--- src/rtl/grayscale_pipe.sv ---
// grayscale_pipe: two-stage RGB-to-luma converter with valid/ready
// flow control, rounding, saturation and a per-line beat counter.
module grayscale_pipe #(
  parameter int NUM_PIXELS = 4,
  parameter int CW         = 8,
  parameter int LINE_BEATS = 160,
  parameter int WR         = 77,
  parameter int WG         = 150,
  parameter int WB         = 29
) (
  input  logic                       clk,
  input  logic                       rst,
  input  logic                       in_valid,
  output logic                       in_ready,
  input  logic [NUM_PIXELS*3*CW-1:0] in_pixels,
  input  logic [1:0]                 mode,
  output logic                       out_valid,
  input  logic                       out_ready,
  output logic [NUM_PIXELS*CW-1:0]   out_gray,
  output logic                       out_last,
  output logic                       line_done
);

  localparam int PW   = 2 * CW;
  localparam int SW   = 2 * CW + 2;
  localparam int CNTW = (LINE_BEATS > 1) ? $clog2(LINE_BEATS) : 1;
  localparam logic [CNTW-1:0] LAST = CNTW'(LINE_BEATS - 1);
  localparam logic [CW-1:0]   GMAX = '1;

  typedef logic [NUM_PIXELS-1:0][PW-1:0] prod_t;

  logic            s1_valid_q;
  logic            s1_pass_q;
  prod_t           s1_pr_q, s1_pg_q, s1_pb_q;
  prod_t           pr_d, pg_d, pb_d;
  logic            pass_d;
  logic [PW-1:0]   wr_w, wg_w, wb_w;

  logic                     out_valid_q;
  logic [NUM_PIXELS*CW-1:0] out_gray_q, gray_d;
  logic [CNTW-1:0]          cnt_q, cnt_d;
  logic                     line_done_q;

  logic out_xfer, s2_adv, accept, last_xfer;

  assign out_xfer  = out_valid_q && out_ready;
  assign s2_adv    = s1_valid_q && (!out_valid_q || out_ready);
  assign in_ready  = !s1_valid_q || s2_adv;
  assign accept    = in_valid && in_ready;
  assign last_xfer = out_xfer && (cnt_q == LAST);
  assign cnt_d     = last_xfer ? '0 : cnt_q + CNTW'(1);

  assign out_valid = out_valid_q;
  assign out_gray  = out_gray_q;
  assign out_last  = out_valid_q && (cnt_q == LAST);
  assign line_done = line_done_q;

  // Mode 3 falls back to the weighted coefficients.
  always_comb begin
    pass_d = 1'b0;
    wr_w   = PW'(WR);
    wg_w   = PW'(WG);
    wb_w   = PW'(WB);
    unique case (1'b1)
      (mode == 2'd1): begin
        wr_w = PW'(85);
        wg_w = PW'(86);
        wb_w = PW'(85);
      end
      (mode == 2'd2): pass_d = 1'b1;
      default: ;
    endcase
  end

  always_comb begin
    pr_d = '0;
    pg_d = '0;
    pb_d = '0;
    for (int i = 0; i < NUM_PIXELS; i++) begin
      if (pass_d) begin
        pg_d[i] = PW'(in_pixels[i*3*CW+CW +: CW]);
      end else begin
        pr_d[i] = PW'(in_pixels[i*3*CW+2*CW +: CW]) * wr_w;
        pg_d[i] = PW'(in_pixels[i*3*CW+CW +: CW]) * wg_w;
        pb_d[i] = PW'(in_pixels[i*3*CW +: CW]) * wb_w;
      end
    end
  end

  always_comb begin
    logic [SW-1:0] sum;
    logic [SW-1:0] shr;
    gray_d = '0;
    for (int i = 0; i < NUM_PIXELS; i++) begin
      sum = SW'(s1_pr_q[i]) + SW'(s1_pg_q[i]) + SW'(s1_pb_q[i]) + SW'(128);
      shr = sum >> 8;
      if (s1_pass_q)
        gray_d[i*CW +: CW] = s1_pg_q[i][CW-1:0];
      else if (|shr[SW-1:CW])
        gray_d[i*CW +: CW] = GMAX;
      else
        gray_d[i*CW +: CW] = shr[CW-1:0];
    end
  end

  always_ff @(posedge clk) begin
    if (accept) begin
      s1_pass_q <= pass_d;
      s1_pr_q   <= pr_d;
      s1_pg_q   <= pg_d;
      s1_pb_q   <= pb_d;
    end
  end

  always_ff @(posedge clk) begin
    if (rst) begin
      s1_valid_q  <= 1'b0;
      out_valid_q <= 1'b0;
      out_gray_q  <= '0;
      cnt_q       <= '0;
      line_done_q <= 1'b0;
    end else begin
      if (accept)      s1_valid_q <= 1'b1;
      else if (s2_adv) s1_valid_q <= 1'b0;
      if (s2_adv)        out_valid_q <= 1'b1;
      else if (out_xfer) out_valid_q <= 1'b0;
      if (s2_adv) out_gray_q <= gray_d;
      if (out_xfer) cnt_q <= cnt_d;
      line_done_q <= last_xfer;
    end
  end

endmodule

--- config.mk ---
export PLATFORM = sky130hd
export DESIGN_NAME = grayscale_pipe
export DESIGN_NICKNAME = d
export VERILOG_FILES = /design/src/rtl/grayscale_pipe.sv
export SDC_FILE = /design/constraint.sdc
export NUM_CORES = 1
export LEC_CHECK = 0
export CAP_MARGIN = 20
export CORE_ASPECT_RATIO = 1.2
export CORE_MARGIN = 10
export CORE_UTILIZATION = 57
export CTS_CLUSTER_SIZE = 16
export DETAILED_ROUTE_END_ITERATION = 12
export GPL_ROUTABILITY_DRIVEN = 0
export PLACE_DENSITY = 0.88
export SETUP_SLACK_MARGIN = 0.3
export SLEW_MARGIN = 20
export SYNTH_ARGS = -nofsm -noshare
export SYNTH_HDL_FRONTEND = slang
export SYNTH_SLANG_ARGS = --single-unit
--- constraint.sdc ---
create_clock -name clk -period 6.91 [get_ports clk]
set_clock_uncertainty 0.05 [all_clocks]
set_input_delay 1.382 -clock clk [delete_from_list [all_inputs] [get_ports clk]]
set_output_delay 1.382 -clock clk [all_outputs]
set_load 0.01 [all_outputs]
# --- Yosys cells after proc, flatten, opt, wreduce, memory -nomap -nowiden ---
# Index checks and enable logic that the tools add are counted.
word_totals:
  regBits: 236
  in_bits: 102
  output_inout_bits: 36
  wordCells: 86
classes:
  n_addsub: 13
  mul: 12
  n_eq_ne: 3
  muxes: 21
  n_reduce_logical: 15
op_table:
  columns: ["op", "count"]
  rows:
  - ["8-bit by 16-bit multiplier with 16-bit output", 8]
  - ["8-bit 2-to-1 mux", 14]
  - ["17-bit by 16-bit adder with 18-bit output", 4]
  - ["18-bit by 8-bit adder with 18-bit output, second input constant", 4]
  - ["16-bit by 16-bit adder with 17-bit output", 4]
  - ["8-bit by 8-bit multiplier with 16-bit output", 4]
  - ["8-bit by 1-bit adder with 8-bit output, second input constant", 1]
  - ["8-bit == test, second input constant", 1]
  - ["2-bit OR reduction", 4]
  - ["7-bit 2-to-1 mux", 1]
  - ["1-bit logical AND", 5]
  - ["1-bit 2-to-1 mux", 5]
  - ["5-bit 2-to-1 mux", 1]
  - ["2-bit nonzero test", 2]
  - ["2-bit by 1-bit == test with 1-bit output, second input constant", 1]
  - ["2-bit == test, second input constant", 1]
  - ["1-bit logical NOT", 2]
  - ["1-bit logical OR", 2]

# --- Depth between registers and ports, before layout ---
depth:
  depth_word: 6
  depth_mapped: 20
  mapped_depth_nobuf: 18

# --- Worst setup path before layout ---
# No wires, ideal clock.
synth_path:
  path_kind: "input -> register"
  startpoint: "in out_ready"
  endpoint: "reg s1_pass_q (enable)"
  setup_time_ns: 0.578
  arrival_time_ns: 5.998
  t_required_ns: 6.282
  slack_ns: 0.284
  cell_stages: 3
  n_path_buf: 0
  path_cell_list: "nor2b_1 nand2_1 and2_1"
synth_between:
  elab_chain_len: 4
synth_lines:
  columns: ["item", "line_no", "source"]
  rows:
  - ["from (decl)", "18", "input logic out_ready,"]
  - ["1-bit logical OR", "47", "assign s2_adv = s1_valid_q && (!out_valid_q || out_ready);"]
  - ["1-bit logical AND", "47", null]
  - ["1-bit logical OR", "48", "assign in_ready = !s1_valid_q || s2_adv;"]
  - ["named net in_ready", "14", "output logic in_ready,"]
  - ["1-bit logical AND", "49", "assign accept = in_valid && in_ready;"]
  - ["named net accept", "44", "logic out_xfer, s2_adv, accept, last_xfer;"]
  - ["to (signal assigned)", "108", "s1_pass_q <= pass_d;"]
  - ["to (decl)", "33", "logic s1_pass_q;"]
# The timed path passes the listed nets, and every way through them passes these cells.
# A chain may end at the register's enable or synchronous reset.

# --- Final worst setup path ---
layout_path:
  startpoint: "in mode[1]"
  endpoint: "reg s1_pr_q[62] in the netlist's numbering, data pin"
layout_between:
  elab_chain_len: 3
  word_cells_on_any_way: 5
  cone_classes: "mul: 1; eq/ne: 2; mux: 2"
layout_lines:
  columns: ["item", "line_no", "source"]
  rows:
  - ["from (decl)", "16", "input logic [1:0] mode,"]
  - ["2-bit by 1-bit == test with 1-bit output", "65", "(mode == 2'd1): begin"]
  - ["5-bit 2-to-1 mux", "64", "unique case (1'b1)"]
  - ["8-bit by 16-bit multiplier with 16-bit output", "83", "pr_d[i] = PW'(in_pixels[i*3*CW+2*CW +: CW]) * wr_w;"]
  - ["to (signal assigned)", "109", "s1_pr_q <= pr_d;"]
  - ["to (decl)", "34", "prod_t s1_pr_q, s1_pg_q, s1_pb_q;"]
# Parallel ways exist; a longest one is shown, timed or not.

==> results.yml <==
worst_setup_path:
  cp_data_required_time_ps: 7150
  r2r_setup_slack_ps: 3330
  endpoint_kind: "register"
  startpoint: "mode[1]"
  ff2ff_path_depth: 10
  crit-reg2reg-capture: "out_gray[26]$_SDFFE_PP0P_"
  critPathMaxFanout: 42
  worst_r2r_startpoint: "s1_pg_q[54]$_DFFE_PP_"
  critPathArrivalTime_ps: 6240
  worst-setup-path-type: "in -> reg"
  worstSetupStartpointType: "input port"
min_path:
  hold_class: "reg -> reg"
  worstHoldStart: "out_gray[14]$_SDFFE_PP0P_"
  min_to: "out_gray[14]$_SDFFE_PP0P_"
  hold_depth: 2
floorplanning:
  fp.coreArea_mm2: 0.0492
  start_util_pct: 57.6
  io_pins: 138
  die_h_um: 264
  row_count: 89
  die-area_mm2: 0.0591
  die_w_um: 224
flow_run:
  cap_violations: 0
placement:
  dp_hpwl_um: 50300
  placed_area_mm2: 0.0306
  port-buffer-count: 137
logic_synthesis:
  synth-async-reset-ratio_pct: 0
  yosys-top-cells-area: "ha_1, edfxtp_1, fa_1, inv_1, and2_1"
  synth_top_family_by_area: "adder cells"
  synth_mux_area_share_pct: 0.318
  synth.ff_latch_count: 236
  synth_area_mm2: 0.0284
  synth.distinct_cells: 64
  synth_xor_area_share_pct: 3.58
  yosysSeqAreaShare_pct: 23.5
  synth_edf_count: 193
  synthSimpleGateAreaFrac_pct: 12.0
  syn_inst: 2851
  synth.top_cell.area_share_pct: 27.7
  synth_compound_area_share_pct: 10.2
  syn_avg_cell_area_um2: 9.95
  yosysTopAreaCell: "ha_1"
  synthAdderAreaFrac_pct: 44.4
  synth-main-ff-cell: "edfxtp_1"
  yosysWarnings: 0
route:
  drc: 0
  met1_length_um: 25600
  top_layer: "met4"
  wirelength_um: 63800
  first_pass_iters: 5
  drt_iter0_markers: 1086
  vias: 20700
  wl_per_cell_um: 17.5
  wl_met2_um: 33200
  avgViaCountPerCell: 5.68
  met3WireLength_um: 2740
  antenna_left: 0
timing:
  setup-tns-final_ps: 0
  period_share_pct: 86.9
  fmax_ghz: 0.167
  rsz0062_at_grt: "no"
  worst_pin_slew_ps: 1090
  finalHoldViolations: 0
  setup_viol: 0
  slew_viol_final: 0
  fin_crit_ps: 6000
  relSlewSlack_pct: 27.4
  hold_slack_ps: 389
finish:
  final_common_cell: "ha_1"
  antenna_cells: 0
  layout.nets: 3961
  layout-drive-gt1-share_pct: 2.56
  post-route-cell-area_mm2: 0.0315
  syn2layout_area_growth_pct: 10.9
  utilization_pct: 63.9
  regArea_mm2: 0.00666
  fillers: 3722
  layout_common_cells: "ha_1, inv_1, fa_1"
  multi_input_area_mm2: 0.0201
grt:
  grt_overflow: 0
  grt_pass1_wl_um: 107000
  grt_pass1_vias: 22000
  track_usage_pct: 21.7
  grt_start_max_net_pins: 194
  antenna_found_initial: 0
clocking:
  cts_tree: "yes"
  numClockSinks: 236
  cts-hold-fix-buffers: 0
  h-tree-depth: 1
  insertion_delay_ps: 550
  clock_tree.buffer_depth: 3
  clk_pin_slew_ps: 70
  root_buffer: "clkbuf_16"
  numCtsBuffers: 25
  cts_resized: 0
  post_cts_buffers: 0
power_and_ir_drop:
  leakagePower_nw: 15.6
  peakVddDrop_mv: 0.301
  p_per_area_mw_per_mm2: 366
status:
  outcome: "complete, no violations"
[power breakdown]
group | total (W) | switching, W | internal [W]
registers | 0.00234 | 0.000255 | 0.00208
logic | 0.00775 | 0.00436 | 0.00339
clock network | 0.00142 | 0.000593 | 0.000828
[stage by stage]
stage | total power [W] | setup WS (ps) | instances
2_1_floorplan | 0.00811 | 1230 | 2873
4_1_cts | 0.0115 | 962 | 3649
5_1_grt | 0.0126 | 649 | 3649
3_5_place_dp | 0.00995 | 393 | 3604
6_report | 0.0115 | 907 | 3649
3_3_place_gp | 0.00959 | 556 | 3604
[cells by family after synthesis]
logic type / after synthesis
flops: 236
fa+ha+maj: 865
xor+xnor: 116
simple gates: 701
other cells: 2
compound gates: 465
mux: 9
buf+inv: 457
[synthesized netlist by cell type, types with 3 or more instances]
| master | number |
|---|---|
| a211o_1 | 6 |
| a211oi_1 | 26 |
| a21boi_0 | 11 |
| a21o_1 | 46 |
| a21oi_1 | 146 |
| a31oi_1 | 14 |
| and2_1 | 160 |
| and3_1 | 18 |
| buf_1 | 7 |
| clkbuf_1 | 46 |
| dfxtp_1 | 43 |
| edfxtp_1 | 193 |
| fa_1 | 236 |
| ha_1 | 629 |
| inv_1 | 402 |
| mux2i_1 | 9 |
| nand2_1 | 202 |
| nand2b_1 | 9 |
| nand3_1 | 17 |
| nand4_1 | 10 |
| nand4b_1 | 4 |
| nor2_1 | 185 |
| nor2b_1 | 7 |
| nor3_1 | 36 |
| nor3b_1 | 3 |
| nor4_1 | 15 |
| o211a_1 | 6 |
| o211ai_1 | 4 |
| o21a_1 | 18 |
| o21ai_0 | 125 |
| o21ai_1 | 6 |
| o21bai_1 | 9 |
| o221ai_1 | 14 |
| o22ai_1 | 4 |
| o41ai_1 | 7 |
| or2_2 | 7 |
| or3_1 | 12 |
| or4_1 | 13 |
| xnor2_1 | 57 |
| xor2_1 | 59 |
[critical path, stage by stage]
cell and delay [ps]:
clkdlybuf4s50_1 590, nand2b_4 370, buf_12 280, and2_1 160, ha_1 220, ha_1 280
inv_1 50, fa_1 490, inv_1 50, fa_1 450, ha_1 350, o21ai_0 290
o21ai_1 140, a21oi_1 200, o21ai_0 150, or4_1 450, a21oi_1 210, nor3_1 80
[layer usage]
layer  global-route usage (%)  up-vias
met5                        0        -
met4                     8.06        0
met3                     2.15      131
met2                     40.6      534
met1                     25.0    10000
li1                         -    10000
[worst max-delay path by stage]
stage          cells past startpoint                        end
2_1_floorplan                     18  s1_pr_q[30]$_SDFFCE_PP0P_
6_report                          18  s1_pr_q[62]$_SDFFCE_PP0P_
3_5_place_dp                      18  s1_pr_q[46]$_SDFFCE_PP0P_
4_1_cts                           18  s1_pr_q[46]$_SDFFCE_PP0P_
3_3_place_gp                      18  s1_pr_q[46]$_SDFFCE_PP0P_
5_1_grt                           18  s1_pr_q[46]$_SDFFCE_PP0P_
[state kept, by name (all words and copies together) (netlist names), 8 cells and up]
register / flops
cnt_q: 8
s1_pb_q: 64
out_gray: 32
s1_pg_q: 64
s1_pr_q: 64
[cell type report]
class / count / share of cell area (%)
Inverter: 402 / 4.80
Sequential cell: 236 / 21.2
Tap cell: 637 / 2.53
Timing Repair Buffer: 149 / 4.84
Clock inverter: 16 / 0.628
Clock buffer: 29 / 2.07
Multi-Input combinational cell: 2180 / 64.0
(Power assumes the default switching activity.)
